--- src/rtl/seq_multiplier.sv ---
// seq_multiplier: iterative shift-add multiplier, one partial product per cycle.
// One 2*WIDTH-bit adder serves all iterations. Latency WIDTH+1 cycles from the
// edge that accepts start.
//
// Build option: define SEQ_MULT_SIGNED_EN for two's-complement operands.
// Without it the datapath is purely unsigned.
//
// Handshake: start is accepted on a rising clk edge whenever busy=0 (IDLE or
// DONE). Operands a/b need only be valid at that edge. valid is a one-cycle
// strobe that marks the cycle in which product first shows the new result.
// product then holds until the next strobe. start is ignored while busy=1.
module seq_multiplier #(
  parameter int WIDTH = 4
) (
  input  logic               clk,
  input  logic               reset,
  input  logic [WIDTH-1:0]   a,
  input  logic [WIDTH-1:0]   b,
  input  logic               start,
  output logic [2*WIDTH-1:0] product,
  output logic               valid,
  output logic               busy,
  output logic [1:0]         state_dbg
);

  localparam int PW = 2 * WIDTH;

  localparam logic [1:0] IDLE = 2'd0;
  localparam logic [1:0] RUN  = 2'd1;
  localparam logic [1:0] DONE = 2'd2;

  logic [1:0]       state;
  logic [PW-1:0]    mcand;
  logic [PW-1:0]    acc;
  logic [WIDTH-1:0] mplier;
  logic [4:0]       cnt;

  logic             accept;
  logic             last_iter;
  logic [PW-1:0]    a_ext;
  logic [PW-1:0]    addend;
  logic [PW-1:0]    acc_next;

  // A new operation may start from IDLE or from DONE, which gives back-to-back issue.
  assign accept    = start && ((state == IDLE) || (state == DONE));
  assign last_iter = (cnt == 5'(WIDTH - 1));
  assign busy      = (state == RUN);
  assign state_dbg = state;
  assign addend    = mplier[0] ? mcand : '0;

`ifdef SEQ_MULT_SIGNED_EN
  // Sign-extend the multiplicand. The multiplier MSB has negative weight, so
  // the last iteration subtracts its partial product.
  assign a_ext    = {{WIDTH{a[WIDTH-1]}}, a};
  assign acc_next = last_iter ? (acc - addend) : (acc + addend);
`else
  // Unsigned: zero-extend and always add.
  assign a_ext    = {{WIDTH{1'b0}}, a};
  assign acc_next = acc + addend;
`endif

  // Control FSM and datapath registers. Reset discards any operation in flight.
  always_ff @(posedge clk or negedge reset) begin
    if (!reset) begin
      state   <= IDLE;
      mcand   <= '0;
      mplier  <= '0;
      acc     <= '0;
      cnt     <= '0;
      product <= '0;
      valid   <= 1'b0;
    end else begin
      valid <= 1'b0;
      case (state)
        IDLE: begin
          if (accept) begin
            mcand  <= a_ext;
            mplier <= b;
            acc    <= '0;
            cnt    <= '0;
            state  <= RUN;
          end
        end
        RUN: begin
          acc    <= acc_next;
          mcand  <= mcand << 1;
          mplier <= mplier >> 1;
          cnt    <= cnt + 5'd1;
          if (last_iter) begin
            state <= DONE;
          end
        end
        DONE: begin
          product <= acc;
          valid   <= 1'b1;
          if (accept) begin
            mcand  <= a_ext;
            mplier <= b;
            acc    <= '0;
            cnt    <= '0;
            state  <= RUN;
          end else begin
            state <= IDLE;
          end
        end
        default: begin
          state <= IDLE;
        end
      endcase
    end
  end

endmodule

--- config.mk ---
export PLATFORM = sky130hd
export DESIGN_NAME = seq_multiplier
export DESIGN_NICKNAME = d
export VERILOG_FILES = /design/src/rtl/seq_multiplier.sv
export SDC_FILE = /design/constraint.sdc
export NUM_CORES = 1
export LEC_CHECK = 0
export CELL_PAD_IN_SITES_DETAIL_PLACEMENT = 1
export CELL_PAD_IN_SITES_GLOBAL_PLACEMENT = 2
export CORE_MARGIN = 2
export CORE_UTILIZATION = 37
export CTS_BUF_LIST = sky130_fd_sc_hd__clkbuf_8
export CTS_CLUSTER_DIAMETER = 150
export DETAILED_ROUTE_END_ITERATION = 7
export GPL_ROUTABILITY_DRIVEN = 0
export PLACE_DENSITY = 0.89
export SLEW_MARGIN = 20
export SYNTH_ARGS = -nofsm -noshare
export SYNTH_HDL_FRONTEND = slang
export SYNTH_SLANG_ARGS = --single-unit
--- constraint.sdc ---
create_clock -name clk -period 2.93 [get_ports clk]
set_clock_uncertainty 0.15 [all_clocks]
set_input_delay 0.293 -clock clk [delete_from_list [all_inputs] [get_ports clk]]
set_output_delay 0.293 -clock clk [all_outputs]
set_load 0.05 [all_outputs]
## After elaboration in Yosys (flattened, before gate mapping)

Index checks and enable logic that the tools add are counted.

| storage, ports and cells | value |
|---|---|
| bits in registers | 36 |
| input bits | 11 |
| output and inout bits | 12 |
| logic and storage cells | 36 |

| operators by class | value |
|---|---|
| add/sub/neg operators | 2 |
| equality and inequality tests | 6 |
| mux-type cells | 14 |
| reduce and logical (&&, ||, !) cells | 7 |

Operators by type and width:

| kind | count |
|---|---|
| case mux 8 bit (2 select lines) | 2 |
| 2-to-1 mux 8 bit | 3 |
| case mux 5 bit (2 select lines) | 1 |
| adder 8 bit | 1 |
| case mux 4 bit (2 select lines) | 1 |
| case mux 2 bit (3 select lines) | 1 |
| adder 5 x 1 -> 5 bit, second input constant | 1 |
| equality test 5 x 2 -> 1 bit, second input constant | 1 |
| 2-to-1 mux 5 bit | 1 |
| 2-to-1 mux 2 bit | 2 |
| 2-to-1 mux 4 bit | 1 |
| inequality test 2 x 1 -> 1 bit, second input constant | 2 |
| AND reduction 2 bit | 2 |
| equality test 2 x 1 -> 1 bit, second input constant | 1 |
| equality test 2 bit, second input constant | 1 |
| zero test 2 bit | 1 |
| 2-to-1 mux 1 bit | 2 |
| inequality test 2 bit, second input constant | 1 |
| nonzero test 2 bit | 1 |
| OR reduction 2 bit | 1 |
| logical AND 1 bit | 1 |
| logical OR 1 bit | 1 |

## Longest topological paths before layout

| depth | value |
|---|---|
| depth in word-level cells | 5 |
| depth in mapped cells | 8 |
| gate-level depth less buffers | 8 |

## Worst setup path before layout

No wires, ideal clock.

| path | value |
|---|---|
| kind | reg-to-reg |
| start point | register mplier[0] |
| end point | register acc[4] |
| library setup time | 0.122 ns |
| data arrival time | 1.873 ns |
| required time | 2.658 ns |
| path slack | 0.785 ns |
| cell stages (with the launch flop) | 8 |
| path buffers | 0 |
| clock period less this slack | 2.145 ns |
| cells stage by stage | dfrtp_1 -> and2_1 -> ha_1 -> fa_1 -> a21o_1 -> a21o_2 -> xor2_1 -> a22o_1 |

| between the ends | value |
|---|---|
| word-level cells in the longest chain between the ends | 3 |

RTL lines:

| item | line | RTL |
|---|---|---|
| from (decl) | 35 | `logic [WIDTH-1:0] mplier;` |
| from (signal assigned) | 87 | `mplier <= mplier >> 1;` |
| 2-to-1 mux 8 bit | 49 | `assign addend = mplier[0] ? mcand : '0;` |
| adder 8 bit | 59 | `assign acc_next = acc + addend;` |
| case mux 8 bit (2 select lines) | 74 | `case (state)` |
| to (signal assigned) | 85 | `acc <= acc_next;` |
| to (decl) | 34 | `logic [PW-1:0] acc;` |

Every way passes these cells.
A chain may end at the register's enable or synchronous reset.

## Final worst setup path

| path | value |
|---|---|
| start point | register state[1] (netlist: state_dbg[1]) |
| end point | output port busy |

| between the ends | value |
|---|---|
| word-level cells in the longest chain between the ends | 1 |

RTL lines:

| item | line | RTL |
|---|---|---|
| from (decl) | 32 | `logic [1:0] state;` |
| from (signal assigned) | 65 | `state <= IDLE;` |
| from (signal assigned) | 81 | `state <= RUN;` |
| from (signal assigned) | 90 | `state <= DONE;` |
| equality test 2 x 1 -> 1 bit | 47 | `assign busy = (state == RUN);` |
| to (decl) | 22 | `output logic busy,` |

Every way passes these cells.

==> flow_metrics.env <==
export IMPL_cp_required_ps=2490
export IMPL_cts_num_sinks=36
export IMPL_postSynthCellCount=158
export IMPL_dieArea_mm2=0.00533
export IMPL_drc=0
export IMPL_antenna_violating_nets_post_route=0
export IMPL_max_freq_mhz=437
export IMPL_critPathMaxFanout=4
export IMPL_post_synth_instance_area_mm2=0.00176
export IMPL_wl_per_cell_um=16.6
export IMPL_detailedRoute_firstIterationViolations=26
export IMPL_hpwlAfterDp_um=2840
export IMPL_synth_top_cell_area_share_pct=51.2
export IMPL_share_seq_of_total_power_pct=34.8
export IMPL_synth_most_common_cell="sky130_fd_sc_hd__dfrtp_1"
export IMPL_global_route_wire_length_before_repair_um=6730
export IMPL_grt_setup_unrepaired="false"
export IMPL_ys_ff_latch=36
export IMPL_ir_drop_mv=0.376
export IMPL_routed_wirelength_um=3980
export IMPL_fp_dieH_um=73.0
export IMPL_switching_power_uw=1040
export IMPL_grtUsageTotal_pct=16.7
export IMPL_post_synth_cell_area_avg_um2=11.1
export IMPL_globalRouteOverflowTotal=0
export IMPL_seqCellArea_um2=901
export IMPL_detailedRoute_firstPassIterationCount=4
export IMPL_p_int_uw=1390
export IMPL_synth_yosys_warnings=0
export IMPL_timing_critical_path_to_type="primary output"
export IMPL_number_of_antenna_violations_at_the_first_check_in_global_routing=0
export IMPL_ioPinCount=23
export IMPL_grt_start_max_net_pins=37
export IMPL_drive_gt1_share_pct=14.1
export IMPL_grt_pass1_vias=1408
export IMPL_setup_viol_count_final=0
export IMPL_final_net_count=205
export IMPL_timing_worst_slew_pin_value_ps=896
export IMPL_ctsLongestPathBuffers=2
export IMPL_number_of_distinct_standard_cells_referenced_by_the_synthesized_netlist=38
export IMPL_setup_tns_final_ps=0
export IMPL_cts_repair_resized=0
export IMPL_area_of_the_multi_input_gates_um2=820
export IMPL_number_of_filler_cells_placed_in_the_layout=503
export IMPL_antenna_cells_inserted=0
export IMPL_die_x_um=73.0
export IMPL_cts_hold_repair_buffers=0
export IMPL_area_growth_syn_to_layout_pct=22.8
export IMPL_p_leak_uw=0.00102
export IMPL_cts_tree="yes"
export IMPL_status="finished, final reports clean"
export IMPL_comb_power_share_pct=49.5
export IMPL_critPathArrivalTime_ps=1840
export IMPL_drv_cap=0
export IMPL_portBuffers=22
export IMPL_pwr_share_clk_pct=15.7
export IMPL_instances_no_fill=239
export IMPL_maximum_level_of_the_cts_h_tree=2
export IMPL_hold_path_class="in2async"
export IMPL_layout_worst_path_cycle_share_pct=78.1
export IMPL_synthesis_nets=178
export IMPL_power_switching_fraction_pct=42.8
export IMPL_numCtsBuffers=5
export IMPL_post_place_cells=232
export IMPL_min_period_ps=2290
export IMPL_clk_pin_slew_ps=70
export IMPL_dr_total_vias=1311
export IMPL_clkLatencyLatePin_ps=290
export IMPL_timing_final_max_slew_violations=0
export IMPL_cp_start_kind="flip-flop"
export IMPL_async_flop_share_pct=100
export IMPL_post_synth_edffs=0
export IMPL_power_per_cell_area_mw_per_mm2=1130
export IMPL_synth_top_cells_by_area="sky130_fd_sc_hd__dfrtp_1, sky130_fd_sc_hd__ha_1, sky130_fd_sc_hd__mux2_2"
export IMPL_crit_type="reg2out"
export IMPL_vias_per_instance=5.49
export IMPL_relSlewSlack_pct=40.0
export IMPL_initial_core_util_pct=37.8
export IMPL_cts_root_buffer_cell="sky130_fd_sc_hd__clkbuf_8"
export IMPL_fp_coreArea_mm2=0.00466
export IMPL_yosysSeqAreaShare_pct=51.2
export IMPL_ys_dominant_reg_cell="sky130_fd_sc_hd__dfrtp_1"
export IMPL_yosysTopAreaCell="sky130_fd_sc_hd__dfrtp_1"
export IMPL_timing_final_hold_violations=0
export IMPL_fp_row_count=25
export IMPL_number_of_post_cts_setup_repair_buffers=0
export IMPL_post_synth_most_frequent_cells="sky130_fd_sc_hd__dfrtp_1, sky130_fd_sc_hd__nand2_1, sky130_fd_sc_hd__a22o_1, sky130_fd_sc_hd__o21ai_0"
-- power groups by stage --
stage / Clock, uW / Combinational [uW] / Sequential [uW]
finish: 381 / 1210 / 846
global route: 418 / 1320 / 879
CTS: 392 / 1220 / 852
global placement: 0 / 1170 / 841
floorplan: 0 / 647 / 1020
detailed placement: 0 / 1210 / 862
-- final cells by class --
class | instances | share of cell area, %
clock buffers | 7 | 4.46
inverters | 2 | 0.347
multi-input cells | 113 | 37.9
flip-flops and latches | 36 | 41.7
well taps | 54 | 3.13
repair buffers | 27 | 12.5
-- path summary, 6_finish.rpt --
check,startpoint,to,slack (ps),cells after the start
max,state_dbg[1],busy,640,3
min,reset,product[6],270,2
max reg2reg,mplier[0],acc[6],650,8
min reg2reg,mplier[1],mplier[1],340,2
max in group asynchronous,reset,product[1],2040,2
min in group clk,mplier[1],mplier[1],340,2
-- per-layer routing --
layer	global-route usage, %	vias to the layer above	routed length (um)
met3	4.56	10	128
met2	27.8	24	1970
met5	0	-	0
li1	-	622	-
met1	20.5	655	1780
met4	6.79	0	93
-- sequential cells by signal, summed over array words and instances (netlist names) --
| register | flops |
|---|---|
| acc | 8 |
| cnt | 5 |
| mcand | 8 |
| valid | 1 |
| product | 8 |
| state_dbg | 2 |
| mplier | 4 |
-- cells in the final DEF, fill, tap and decap left out, types with 2 or more instances in the layout --
master | netlist | final
sky130_fd_sc_hd__nand4_1 | 2 | 2
sky130_fd_sc_hd__mux2_2 | 8 | 8
sky130_fd_sc_hd__a211oi_1 | 2 | 2
sky130_fd_sc_hd__xnor2_1 | 2 | 2
sky130_fd_sc_hd__o21ai_0 | 9 | 9
sky130_fd_sc_hd__and2_1 | 7 | 7
sky130_fd_sc_hd__clkbuf_8 | 0 | 7
sky130_fd_sc_hd__xor2_1 | 4 | 4
sky130_fd_sc_hd__nor3_1 | 2 | 2
sky130_fd_sc_hd__ha_1 | 8 | 8
sky130_fd_sc_hd__nand3_1 | 3 | 3
sky130_fd_sc_hd__a22oi_1 | 6 | 6
sky130_fd_sc_hd__nand2_1 | 19 | 19
sky130_fd_sc_hd__a22o_1 | 10 | 10
sky130_fd_sc_hd__dfrtp_1 | 36 | 36
sky130_fd_sc_hd__buf_4 | 0 | 4
sky130_fd_sc_hd__o21bai_1 | 2 | 2
sky130_fd_sc_hd__a21oi_1 | 3 | 3
sky130_fd_sc_hd__inv_1 | 2 | 2
sky130_fd_sc_hd__nor2_1 | 4 | 4
sky130_fd_sc_hd__a21o_1 | 2 | 2
sky130_fd_sc_hd__clkdlybuf4s50_1 | 0 | 22
sky130_fd_sc_hd__nand2b_1 | 4 | 4
-- worst max-delay path, cell delays in order, from the launching register on --
cell	delay [ps]
sky130_fd_sc_hd__dfrtp_1	390
sky130_fd_sc_hd__nand2b_1	210
sky130_fd_sc_hd__inv_1	140
sky130_fd_sc_hd__clkdlybuf4s50_1	820
-- metrics by stage --
| step | total power, uW | hold WS (ps) | area (um2) | util (%) | setup WS (ps) |
|---|---|---|---|---|---|
| floorplan | 1660 | -153 | 1760 | - | 785 |
| global placement | 2010 | 314 | 2070 | 44.3 | 658 |
| detailed placement | 2070 | 325 | 2070 | 44.3 | 574 |
| CTS | 2470 | 289 | 2160 | 46.4 | 603 |
| global route | 2610 | 306 | 2160 | 46.4 | 508 |
| finish | 2430 | 271 | 2160 | 46.4 | 642 |
-- cells by family (layout without fill, tap and decap cells) --
| kind of cell | Yosys count | count (layout) | share of synthesized area (%) |
|---|---|---|---|
| XOR/XNOR | 6 | 6 | 2.99 |
| adder cells (fa/ha/maj) | 9 | 9 | 6.82 |
| AND/OR/NAND/NOR | 50 | 50 | 14.7 |
| flip-flops | 36 | 36 | 51.2 |
| AO/OA/AOI/OAI | 40 | 40 | 16.9 |
| multiplexers | 8 | 8 | 5.12 |
| buffers and inverters | 9 | 36 | 2.27 |
(Power assumes the default switching activity.)
==> variant 1 (config.mk and constraints unchanged) <==
Register the output `state_dbg` once more, with the module's reset; this adds one clock of latency there. The other outputs are not delayed to match.
--- a/src/rtl/seq_multiplier.sv
+++ b/src/rtl/seq_multiplier.sv
@@ -45,7 +45,13 @@
   assign accept    = start && ((state == IDLE) || (state == DONE));
   assign last_iter = (cnt == 5'(WIDTH - 1));
   assign busy      = (state == RUN);
-  assign state_dbg = state;
+  always_ff @(posedge clk or negedge reset) begin
+    if (!reset) begin
+      state_dbg <= '0;
+    end else begin
+      state_dbg <= state;
+    end
+  end
   assign addend    = mplier[0] ? mcand : '0;
 
 `ifdef SEQ_MULT_SIGNED_EN
Behaviour: not the same (Yosys sat finds a counterexample within 4 cycles, from zero or initial values and one cycle with reset low).
==> variant 1 against the original RTL <==
- count of clock-buffer cells in the layout shrank 2
- power grew 3.2%
- critical path depth unchanged
- cell area up 3.4%
- non-clock buffer count fell by 3
- largest power group unchanged
- routed wire length is 2.7% higher
- cell count is 5.0% higher
- sequential cell count up 2
- area after synthesis up 5.5%
- hold slack improved by 0.049 ns
- maximum frequency decreased by 17%
- worst setup slack worse by 0.47 ns
==> variant 1: results (changes against the original RTL) <==
- Status: finished clean (unchanged)
- Top cells by area, synth: dfrtp_1, ha_1, mux2_2 (unchanged)
- Startpoint of the worst hold path: state[1]
- First-pass GRT wire length: 6950 um (was 6730 um)
- Final #Nets: 203 (was 205)
- Routed WL: 4080 um (was 3980 um)
- Syn Nets: 178 (unchanged)
- Flop2flop setup slack: 0.52 ns (was 0.65 ns)
- Slew margin rel.: 0.439 (was 0.400)
- Sequential area share after synthesis: 0.512 (about the same)
- Pin count of the biggest net entering global routing: 39 (was 37)
- Post-CTS sizing: 0 (unchanged)
- Post-synth top cells: dfrtp_1, nand2_1, o21ai_0, a22o_1 (was dfrtp_1, nand2_1, a22o_1, o21ai_0)
- H-tree depth: 2 (unchanged)
- Crit path DAT: 2.32 ns (was 1.84 ns)
- Initial DRC count: 55 (was 26)
- Fin. max-slew vios: 0 (unchanged)
- WHS: 0.320 ns (was 0.271 ns)
- Vias in the first global route: 1412 (was 1408)
- All-Layer GR Usage: 0.167 (about the same)
- Peak supply drop: 0.439 mV (was 0.376 mV)
- Layout cells sized above 1: 0.125 (was 0.141)
- DP Cell Count: 242 (was 232)
- Hpwl dp: 2950 um (was 2840 um)
- Lkg Pwr: 1.05 nW (was 1.02 nW)
- Netlist cell types: 39 (was 38)
- CP Max Fanout: 17 (was 4)
- Max Root-Sink Buffers: 2 (unchanged)
- Diode count: 0 (unchanged)
- Worst min-delay path category: reg -> reg (was in -> async)
- Reg clk slew, reported paths: 0.07 ns (about the same)
- Vias per cell: 5.27 (was 5.49)
- R2r endpoint: acc[6] (unchanged)
- WL/cell: 16.3 um (was 16.6 um)
variant 1: cell types whose count changed after synthesis, moves of 3 or more:
| cell | unedited run | this run |
|---|---|---|
| a22oi_1 | 6 | 0 |
| buf_4 | 0 | 3 |
| buf_2 | 5 | 2 |
| mux2i_1 | 0 | 6 |
| nand2_1 | 19 | 15 |
| o21ai_0 | 9 | 12 |
variant 1: how the worst max path moves through the flow:
stage / end / from / slack, ns / depth (start not counted)
2_1_floorplan: acc[6] / mplier[0] / 0.76 / 8
3_3_place_gp: busy / state[0] / 0.56 / 3
3_5_place_dp: busy / state[0] / 0.48 / 3
4_1_cts: busy / state[0] / 0.14 / 3
5_1_grt: busy / state[0] / 0.05 / 3
6_report: busy / state[0] / 0.17 / 3
variant 1: timing repair:
| item | in CTS | in global routing |
|---|---|---|
| endpoints found under the hold margin | 38 | 0 |
| hold buffers | 1 | 0 |
| endpoints found under the setup margin | 0 | 0 |
variant 1: metrics by stage:
| stage | setup WS, ns | instance area (um^2) | utilization | total power [mW] |
|---|---|---|---|---|
| final | 0.171 | 2240 | 0.467 | 2.51 |
| after global routing | 0.0514 | 2240 | 0.467 | 2.70 |
| after CTS | 0.142 | 2240 | 0.467 | 2.55 |
| after detailed placement | 0.475 | 2120 | 0.443 | 2.11 |
| after global placement | 0.564 | 2120 | 0.443 | 2.03 |
| after floorplan | 0.757 | 1860 | - | 1.78 |
variant 1: layout make-up:
class | instances | area (um^2)
Clock inverter | 3 | 37.5
Tap cell | 67 | 83.8
Clock buffer | 5 | 68.8
Timing Repair Buffer | 24 | 233
Sequential cell | 38 | 951
Fill cell | 531 | 2550
Multi-Input combinational cell | 112 | 855
Inverter | 2 | 7.51
variant 1: logic make-up (layout without fill, tap and decap cells):
group / after synthesis / after routing / synth area share
simple gates: 44 / 44 / 0.137
compound gates: 38 / 38 / 0.144
flops: 38 / 38 / 0.512
mux: 14 / 14 / 0.0809
fa+ha+maj: 9 / 9 / 0.0647
buf+inv: 8 / 34 / 0.0276
xor+xnor: 7 / 7 / 0.0330
variant 1: report_power, final:
part | internal [mW] | total, mW | switching (mW)
sequential | 0.734 | 0.925 | 0.192
clock | 0.248 | 0.422 | 0.174
combinational | 0.466 | 1.16 | 0.699
variant 1: routing by layer:
layer / part of all wire / vias to the layer above / track usage
met2: 0.50 / 29 / 0.277
met4: 0.013 / 0 / 0.0595
met1: 0.46 / 669 / 0.212
met5: 0 / - / 0
li1: - / 619 / -
met3: 0.034 / 7 / 0.0402
variant 1: worst max-delay path, cell delays in order, from the launching register on:
cell,delay [ns]
dfrtp_1,0.66
nand2b_4,0.18
inv_2,0.31
clkdlybuf4s50_1,0.87
==> variant 2 (same settings) <==
Made on the original files. Add a define of `SEQ_MULT_SIGNED_EN`.
--- a/src/rtl/seq_multiplier.sv
+++ b/src/rtl/seq_multiplier.sv
@@ -9,6 +9,8 @@
 // DONE). Operands a/b need only be valid at that edge. valid is a one-cycle
 // strobe that marks the cycle in which product first shows the new result.
 // product then holds until the next strobe. start is ignored while busy=1.
+`define SEQ_MULT_SIGNED_EN
+
 module seq_multiplier #(
   parameter int WIDTH = 4
 ) (
Function: changed (a bounded check fails within 10 cycles, from zero or initial values and one cycle with reset low).
==> variant 2 against the original RTL <==
- the run now ends with setup timing left
- utilization grew 7.3 points
- critical endpoint is now acc[7]
- worst setup slack lost 0.84 ns
- routed wire length grew 22%
- critical path type is now reg -> reg
- sequential cell count is the same
- cell area grew 20%
- sequential share of layout area shrank 6.8 points
- largest cell class is now multi-input gates
- area after synthesis grew 6.8%
Power is not shown: default switching activity piles up to over one toggle a cycle in this logic, so the estimate is an artifact.
==> variant 2: results (changes against the original RTL) <==
- Leading registers by flop count: acc: 8 flops, mcand: 8 flops, product: 8 flops (unchanged)
- Worst-Margin Slew: 0.683 ns (was 0.896 ns)
- Violated checks: setup timing
- Top cells by area, synth: dfrtp_1, nand2_1, ha_1 (was dfrtp_1, ha_1, mux2_2)
- Mean Syn Cell Area: 10.1 um^2 (was 11.1 um^2)
- Setup WS post-layout: -0.195 ns (was 0.642 ns)
- Status: finished with violations (was finished clean)
- Setup_tns: -0.472 ns (was 0 ns)
- Netlist cell types: 37 (was 38)
- Sequential area share after synthesis: 0.479 (was 0.512)
- All-Layer GR Usage: 0.175 (was 0.167)
- DP Cell Count: 287 (was 232)
- R2r endpoint: acc[7] (was acc[6])
- Initial antenna violation count: 0 (unchanged)
- Diode count: 0 (unchanged)
- Syn Nets: 206 (was 178)
- CP Max Fanout: 5 (was 4)
- Register-to-Register Path Depth: 12 (was 8)
- H-tree depth: 2 (unchanged)
- Vias per cell: 5.10 (was 5.49)
- Layout cells sized above 1: 0.255 (was 0.141)
- Slowest stage cell, crit path: or4b_4 (was clkdlybuf4s50_1)
- Max Root-Sink Buffers: 2 (unchanged)
- CTS Root Cell: clkbuf_8 (unchanged)
- First-pass GRT wire length: 7480 um (was 6730 um)
- Reg2Reg Launch Point: cnt[0] (was mplier[0])
- WHS: 0.277 ns (was 0.271 ns)
- Pin count of the biggest net entering global routing: 37 (unchanged)
- WL/cell: 16.0 um (was 16.6 um)
- Worst min-delay path category: in -> async (unchanged)
- Initial DRC count: 43 (was 26)
- Number of remaining DRC errors: 0 (unchanged)
- Async S/R FF share, synth: 1.00 (unchanged)
- Final #Nets: 253 (was 205)
- Vias in the first global route: 1637 (was 1408)
- Post-synth top cells: dfrtp_1, nand2_1, o21ai_0, o21ai_1 (was dfrtp_1, nand2_1, a22o_1, o21ai_0)
- Hpwl dp: 3310 um (was 2840 um)
- PortBufs: 22 (unchanged)
- Pre-Repair DR Iteration Count: 4 (unchanged)
- Reg clk slew, reported paths: 0.07 ns (about the same)
- YS warnings: 0 (unchanged)
- Slowest stage delay, CP: 0.50 ns (was 0.82 ns)
- Setup violators final: 3 (was 0)
- Finished Layout Cells: 302 (was 239)
- Clk_lat worst skew: 0.29 ns (about the same)
- CTS buffer count: 5 (unchanged)
- Crit path DAT: 3.14 ns (was 1.84 ns)
variant 2: changes by cell type in the layout (fill, tap and decap cells not counted), sizes merged, moves of 7 or more:
cell,delta
buf,+22
a22o,-7
o21ai,+15
and2,-7
nand2,+11
variant 2: final cells by class:
class | instances | area, um^2
sequential | 36 | 901
fill | 540 | 2230
tap | 67 | 83.8
multi-input combinational | 135 | 1020
clock inverter | 1 | 30.0
timing repair buffer | 49 | 423
clock buffer | 7 | 96.3
inverter | 7 | 26.3
variant 2: timing repair:
item	CTS	global route
resized for setup	5	8
hold buffers	0	0
buffers inserted	2	5
pin swaps	11	10
endpoints found under the setup margin	3	3
variant 2: worst max path at each step:
stage | startpoint | end | depth (start not counted)
6_report | cnt[0] | acc[7] | 12
2_1_floorplan | cnt[0] | acc[6] | 13
3_5_place_dp | cnt[1] | acc[6] | 13
5_1_grt | cnt[0] | acc[7] | 12
4_1_cts | cnt[1] | acc[7] | 13
3_3_place_gp | cnt[1] | acc[7] | 12
variant 2: kinds of logic (layout without fill, tap and decap cells):
logic type               Yosys count  after routing  synth area share
XOR/XNOR                          11             11            0.0552
flip-flops                        36             36             0.479
AO/OA/AOI/OAI                     50             50             0.171
multiplexers                      12             12            0.0679
adder cells (fa/ha/maj)            8              8            0.0572
AND/OR/NAND/NOR                   54             54             0.136
buffers and inverters             16             64            0.0333
variant 2: layer usage:
| layer | track usage | routed length [um] |
|---|---|---|
| met1 | 0.200 | 1970 |
| met2 | 0.322 | 2640 |
| met3 | 0.0437 | 176 |
| met4 | 0.0526 | 53 |
| met5 | 0 | 0 |
variant 2: stage by stage:
step                area, um^2  setup WS (ns)
finish                    2580         -0.195
global route              2580         -0.311
global placement          2320         -0.104
detailed placement        2320         -0.280
floorplan                 1910        -0.0957
CTS                       2480         -0.186
variant 2: critical path, delay by kind of cell (launching register included):
kind                       cells  cell delay, ns
AOI/OAI and AO/OA              5            0.92
xor gates and xnor gates       2            0.31
DFF                            1            0.41
buffers and inverters          1            0.17
and+or+nand+nor                2            0.63
adders and majority gates      2            0.40
